**src/rtl/unidade_busca_instrucao.sv**
```systemverilog
// unidade_busca_instrucao: instruction fetch unit closing the PC loop with the branch control unit
module unidade_busca_instrucao #(
    parameter int                  LARG_END   = 32,
    parameter int                  LARG_INST  = 32,
    parameter int                  MAX_ESPERA = 15,
    parameter logic [LARG_END-1:0] PC_INICIAL = '0
) (
    input  logic                 clock,
    input  logic                 Reset,
    input  logic                 habilita,
    input  logic                 retoma,
    input  logic [LARG_END-1:0]  ProximoPC,
    output logic [LARG_END-1:0]  ProgramCounter,
    output logic                 mem_req,
    output logic [LARG_END-1:0]  mem_end,
    input  logic                 mem_ack,
    input  logic [LARG_INST-1:0] mem_dado,
    output logic [LARG_INST-1:0] instrucao,
    output logic                 instrucao_valida,
    input  logic                 instrucao_pronta,
    output logic                 parado,
    output logic                 erro_tempo
);
    localparam int LARG_CNT = $clog2(MAX_ESPERA + 1);
    typedef enum logic [2:0] {OCIOSO, BUSCA, ENTREGA, DESVIO, ATUALIZA, PARADO} estado_t;
    estado_t              estado_q, estado_d;
    logic [LARG_END-1:0]  pc_q, pc_d;
    logic [LARG_INST-1:0] instrucao_q, instrucao_d;
    logic [LARG_CNT-1:0]  cnt_q, cnt_d;
    logic                 mem_req_q, mem_req_d;
    logic                 valida_q, valida_d;
    logic                 parado_q, parado_d;
    logic                 erro_q, erro_d;
    logic                 fim_espera;
    logic                 quebra;
    // the last allowed wait cycle without ack ends the fetch; a simultaneous ack takes priority
    assign fim_espera = !mem_ack && (cnt_q == LARG_CNT'(MAX_ESPERA - 1));
    assign quebra     = (ProximoPC == pc_q);
    // state and all output registers
    always_ff @(posedge clock or negedge Reset) begin
        if (!Reset) begin
            estado_q    <= OCIOSO;
            pc_q        <= PC_INICIAL;
            instrucao_q <= '0;
            cnt_q       <= '0;
            mem_req_q   <= 1'b0;
            valida_q    <= 1'b0;
            parado_q    <= 1'b0;
            erro_q      <= 1'b0;
        end else begin
            estado_q    <= estado_d;
            pc_q        <= pc_d;
            instrucao_q <= instrucao_d;
            cnt_q       <= cnt_d;
            mem_req_q   <= mem_req_d;
            valida_q    <= valida_d;
            parado_q    <= parado_d;
            erro_q      <= erro_d;
        end
    end
    // next-state selection
    always_comb begin
        estado_d = estado_q;
        case (estado_q)
            OCIOSO:   if (habilita) estado_d = BUSCA;
            BUSCA:    estado_d = mem_ack ? ENTREGA : (fim_espera ? PARADO : BUSCA);
            ENTREGA:  if (instrucao_pronta) estado_d = DESVIO;
            DESVIO:   estado_d = ATUALIZA;
            ATUALIZA: estado_d = quebra ? PARADO : BUSCA;
            PARADO:   if (retoma) estado_d = BUSCA;
            default:  estado_d = OCIOSO;
        endcase
    end
    // output flags follow the state being entered so they are registered alongside it
    always_comb begin
        mem_req_d   = (estado_d == BUSCA);
        valida_d    = (estado_d == ENTREGA);
        parado_d    = (estado_d == PARADO);
        erro_d      = (estado_q == BUSCA && estado_d == PARADO) || (erro_q && estado_d != BUSCA);
        cnt_d       = (estado_q == BUSCA && !mem_ack && !fim_espera) ? cnt_q + LARG_CNT'(1) : '0;
        instrucao_d = (estado_q == BUSCA && mem_ack) ? mem_dado : instrucao_q;
        pc_d        = (estado_q == ATUALIZA && !quebra) ? ProximoPC :
                      (estado_q == PARADO && retoma) ? PC_INICIAL : pc_q;
    end
    assign ProgramCounter   = pc_q;
    assign mem_end          = pc_q;
    assign mem_req          = mem_req_q;
    assign instrucao        = instrucao_q;
    assign instrucao_valida = valida_q;
    assign parado           = parado_q;
    assign erro_tempo       = erro_q;
endmodule

```
**config.mk**
```make
export PLATFORM = sky130hd
export DESIGN_NAME = unidade_busca_instrucao
export DESIGN_NICKNAME = d
export VERILOG_FILES = /design/src/rtl/unidade_busca_instrucao.sv
export SDC_FILE = /design/constraint.sdc
export NUM_CORES = 1
export LEC_CHECK = 0
export CAP_MARGIN = 10
export CORE_MARGIN = 2
export CORE_UTILIZATION = 40
export DETAILED_ROUTE_END_ITERATION = 8
export PLACE_DENSITY = 0.76
export SETUP_SLACK_MARGIN = 0.15
export SLEW_MARGIN = 5
export SYNTH_ARGS = -nofsm -noshare
export SYNTH_HDL_FRONTEND = slang
export SYNTH_SLANG_ARGS = --single-unit
```
**constraint.sdc**
```tcl
create_clock -name clock -period 4.1 [get_ports clock]
set_input_delay 0.41 -clock clock [delete_from_list [all_inputs] [get_ports clock]]
set_output_delay 0.41 -clock clock [all_outputs]
set_load 0.1 [all_outputs]
```
---- Yosys cells after proc, flatten, opt, wreduce, memory -nomap -nowiden ----
Cells that the tools add are included.
cells by class
  add/subtract/negate cells ............... 1
  multipliers ............................. 0
  div/mod/pow operators ................... 0
  order comparisons ....................... 0
  equal/unequal tests ..................... 11
  shifts and indexed selects .............. 0
  mux-type cells .......................... 10
  bitwise logic cells ..................... 0
  reductions and logical operators ........ 14
operators by type and width
  operator             number
  $mux 32              2
  $eq 32x32->1         1
  $mux 3               6
  $pmux 3 s6           1
  $eq 3x2->1 const B   3
  $eq 3x3->1 const B   3
  $logic_and 1x1->1    8
  $eq 3x1->1 const B   2
  $add 4x1->4 const B  1
  $eq 4x4->1 const B   1
  $mux 4               1
  $logic_not 1->1      3
  $logic_not 3->1      1
  $ne 3x1->1 const B   1
  $reduce_bool 2->1    1
  $logic_or 1x1->1     1
storage, ports and cells
  register bits after elaboration ......... 75
  bits in latches ......................... 0
  memory bits (writable) .................. 0
  ROM bits ................................ 0
  input bits .............................. 70
  output and inout bits ................... 100
  word-level logic and storage cells ...... 44
  memories ................................ 0

---- Logic depth before layout (Yosys ltp) ----
  word-level depth ........................ 8
  gate-level depth with buffers ........... 7
  gate-level depth less buffers ........... 6

---- Least setup slack after synthesis ----
No wires, ideal clock.
  kind .................................... reg-to-reg
  start ................................... register pc_q[14] (netlist: ProgramCounter[14])
  end ..................................... register pc_q[10] (netlist: ProgramCounter[10])
  library setup time ...................... 0.080 ns
  arrival time ............................ 2.152 ns
  required time ........................... 4.020 ns
  setup slack ............................. 1.868 ns
  stages on the path, launching flop included .. 8
  buffers on the path ..................... 2
  period minus slack after synthesis ...... 2.232 ns
  path through ............................ dfrtp_1 -> xor2_1 -> nor4_1 -> nand4_1 -> o21bai_2 -> buf_6 -> buf_12 -> mux2i_1
between the ends
  longest elaborated chain between the ends .. 4
  elaborated cells on any way between the ends .. 5
  those cells by class .................... eq/ne (1); mux (1); reduce/logical (3)
RTL lines
  what                                                 line  RTL
  start: declaration                                   27    logic [LARG_END-1:0] pc_q, pc_d;
  start signal: assignment                             52    pc_q <= pc_d;
  $eq 32x32->1 (*)                                     38    assign quebra = (ProximoPC == pc_q);
  $logic_not 1->1 (*)                                  82    pc_d = (estado_q == ATUALIZA && !quebra) ? ProximoPC :
  $logic_and 1x1->1 (*)                                82
  $mux 32 / $reduce_bool 2->1 (equally long branches)  n/a
Mark *: on every way between the ends. The rest lies on a longest branch, timed or not.
A chain may end at the register's enable or synchronous reset.

---- Final worst setup path ----
  start ................................... input port ProximoPC[14]
  end ..................................... register pc_q[22] (netlist: ProgramCounter[22])
between the ends
  longest elaborated chain between the ends .. 4
  elaborated cells on any way between the ends .. 5
  those cells by class .................... eq/ne (1); mux (1); reduce/logical (3)
RTL lines
  what                                                 line  RTL
  start: declaration                                   12    input logic [LARG_END-1:0] ProximoPC,
  $eq 32x32->1 (*)                                     38
  $logic_not 1->1 (*)                                  82
  $logic_and 1x1->1 (*)                                82
  $mux 32 / $reduce_bool 2->1 (equally long branches)  n/a
Marked as above.

==> metrics.csv <==
stage;metric;value;unit
synth;Seq/Total Area, Yosys;50.1;%
synth;Yosys reg bits;75;
routing;DRC;0;
sta;RSZ-0062 raised after global routing;false;
clock_tree;post-CTS setup buffer count;0;
clock_tree;root buffer cell;clkbuf_8;
critical_path;Critical Path RT;4360;ps
cells_and_area;fin nets;540;
routing;WL/cell;14.5;µm
clock_tree;# resized after CTS;0;
placed_design;Port-buffer cells;169;
floorplan;Die Span Y;101;µm
sta;Worst slew margin;25.0;%
synth;Cell Area, Synth;3750;µm²
placed_design;GPL Wtd Cong;0.759;
critical_path;Slowest-stage cell, CP;o21bai_4;
synth;mean area per synthesized cell;11.5;µm²
critical_path;CP max FO;18;
critical_path;CP Class;in2reg;
routing;total wire length;8.44;mm
clock_tree;clock transition at the registers of the reported paths;90;ps
run;Max-Cap Viols;0;
synth;Distinct cells, synth;30;
clock_tree;Skew-Pair Late Insertion Delay;340;ps
sta;Tcrit/Tclk final;66.8;%
cells_and_area;Diodes inserted;0;
sta;Slew Limit Fails;0;
floorplan;# IOs;170;
critical_path;CP cell instances;clkdlybuf4s50_1, xor2_1, nor4_1, nand4_1, o21bai_4, buf_4, mux2i_1;
sta;fmax;0.365;GHz
global_route;largest net degree at the start of global routing;76;
routing;antenna viol nets, final;0;
critical_path;crit-path max cell delay;670;ps
cells_and_area;P&R area growth vs syn;45.8;%
floorplan;row count;35;
critical_path;Setup crit end kind;flop;
global_route;gr usage total;17.2;%
hold_path;Worst Hold Class;in2async;
clock_tree;CTS Buffer Depth;2;
global_route;global-route wire length before repair;13.7;mm
sta;Period minus WS final;2740;ps
routing;iteration count of the initial detailed-routing pass;4;
clock_tree;Clock Sinks;75;
routing;vias per cell;4.68;
floorplan;Starting Density;41.0;%
sta;Layout Skew;13.7;ps
floorplan;Die X;101;µm
outcome;status;finished clean;
synth;leading post-synthesis cells by cell area;dfrtp_1 50%, mux2_2 9.6%, mux2i_1 8.5%;
routing;DR iter-0 viols;75;
routing;DR vias;2733;
cells_and_area;commonest non-fill, non-tap cell in the layout;clkdlybuf4s50_1;
global_route;initial antenna violation count;0;
sta;final setup violation count;0;
synth;post-synth top area share;50.1;%
critical_path;CP arrival;3000;ps
floorplan;die area;10200;µm²
synth;synth warn;0;
clock_tree;CTS H-tree lvls;3;
synth;Synthesized Nets;399;
synth;Cells after Synth;327;
sta;Worst-Margin Slew;1120;ps
floorplan;Core Footprint;9150;µm²
cells_and_area;Reg area;1880;µm²
clock_tree;CTS tree;built;
sta;setup_tns;0;ps
cells_and_area;highest-count cells in the layout ignoring fill and taps;168 x clkdlybuf4s50_1, 75 x dfrtp_1, 36 x inv_1;
global_route;vias in the first global route;2919;
sta;Fin. Hold Viols;0;
critical_path;startpoint types;primary input;
cells_and_area;area occupied by multi-input gates;1390;µm²
global_route;Overflow after GRT;0;
synth;largest area contributor in the netlist;dfrtp_1;
clock_tree;CTS Hold Bufs;0;
cells_and_area;fraction of layout cells with a size suffix above 1;11.8;%
clock_tree;Num CTS Buffers;9;
cells_and_area;fillers;772;
placed_design;DP HPWL;6.29;mm
cells in the mapped netlist:
library cell,instances
and2b_1,1
nor2_1,8
nor3b_1,1
o311ai_0,1
xnor2_1,1
ha_1,2
xor2_1,33
nand2b_1,1
nor4_1,8
buf_6,4
o22a_1,2
o21ai_0,1
clkbuf_1,4
buf_12,3
a2bb2oi_1,1
inv_1,36
and4_1,1
nand4_1,2
a21oi_1,3
nor3b_2,1
o31ai_2,1
dfrtp_1,75
nor2b_1,1
nand3_1,2
o21bai_2,1
mux2_2,32
nand2_1,35
buf_4,32
mux2i_1,32
or3_1,2
cell families after synthesis:
logic type | synth area share (%)
mux | 18.2
fa+ha+maj | 0.667
xor+xnor | 7.94
compound gates | 2.10
simple gates | 7.87
flops | 50.1
buf+inv | 13.2
worst max-delay path, delay by kind of cell:
family,cells,cell delay [ps]
AND/OR/NAND/NOR,2,780
AO/OA/AOI/OAI,1,670
XOR/XNOR,1,160
buffers and inverters,2,760
multiplexers,1,220
area by class of cell:
class,count,area share (%)
tap,111,2.54
timing repair buffer,173,31.4
sequential,75,34.3
multi-input combinational,173,25.5
inverter,36,2.47
clock buffer,9,2.27
clock inverter,7,1.49
final timing paths:
kind                                         start                  to  slack (ps)  depth (start not counted)
worst max register to register  ProgramCounter[14]  ProgramCounter[22]        1440                          6
worst min-delay path                         Reset        instrucao[4]         210                          1
min in group clock                        cnt_q[0]            cnt_q[0]         490                          1
worst max-delay path                 ProximoPC[14]  ProgramCounter[22]        1360                          7
max in group asynchronous                    Reset   ProgramCounter[0]        3280                          1
worst min register to register            cnt_q[0]            cnt_q[0]         490                          1
registers in the layout, summed over array words and instances (netlist names):
register          count
ProgramCounter       32
instrucao            32
cnt_q                 4
estado_q              3
erro_tempo            1
instrucao_valida      1
mem_req               1
parado                1
metal layers:
layer	track usage, %	wire length, µm
met1	21.1	3460
met2	27.4	3980
met3	7.28	902
met4	5.69	104
met5	0	0
stage by stage:
step | instances | cell area [µm²] | worst slack, ps | hold slack, ps | util [%]
final | 584 | 5470 | 1360 | 211 | 59.7
after global routing | 584 | 5470 | 1200 | 289 | 59.7
after CTS | 584 | 5470 | 1330 | 239 | 59.7
after detailed placement | 568 | 5260 | 968 | 484 | 57.5
after global placement | 568 | 5260 | 935 | 468 | 57.5
after floorplan | 327 | 3750 | 1870 | 114 | -
Power is left out: the tool's default activity adds up to more than one toggle a clock period on the data nets, which glitch-free logic cannot reach.
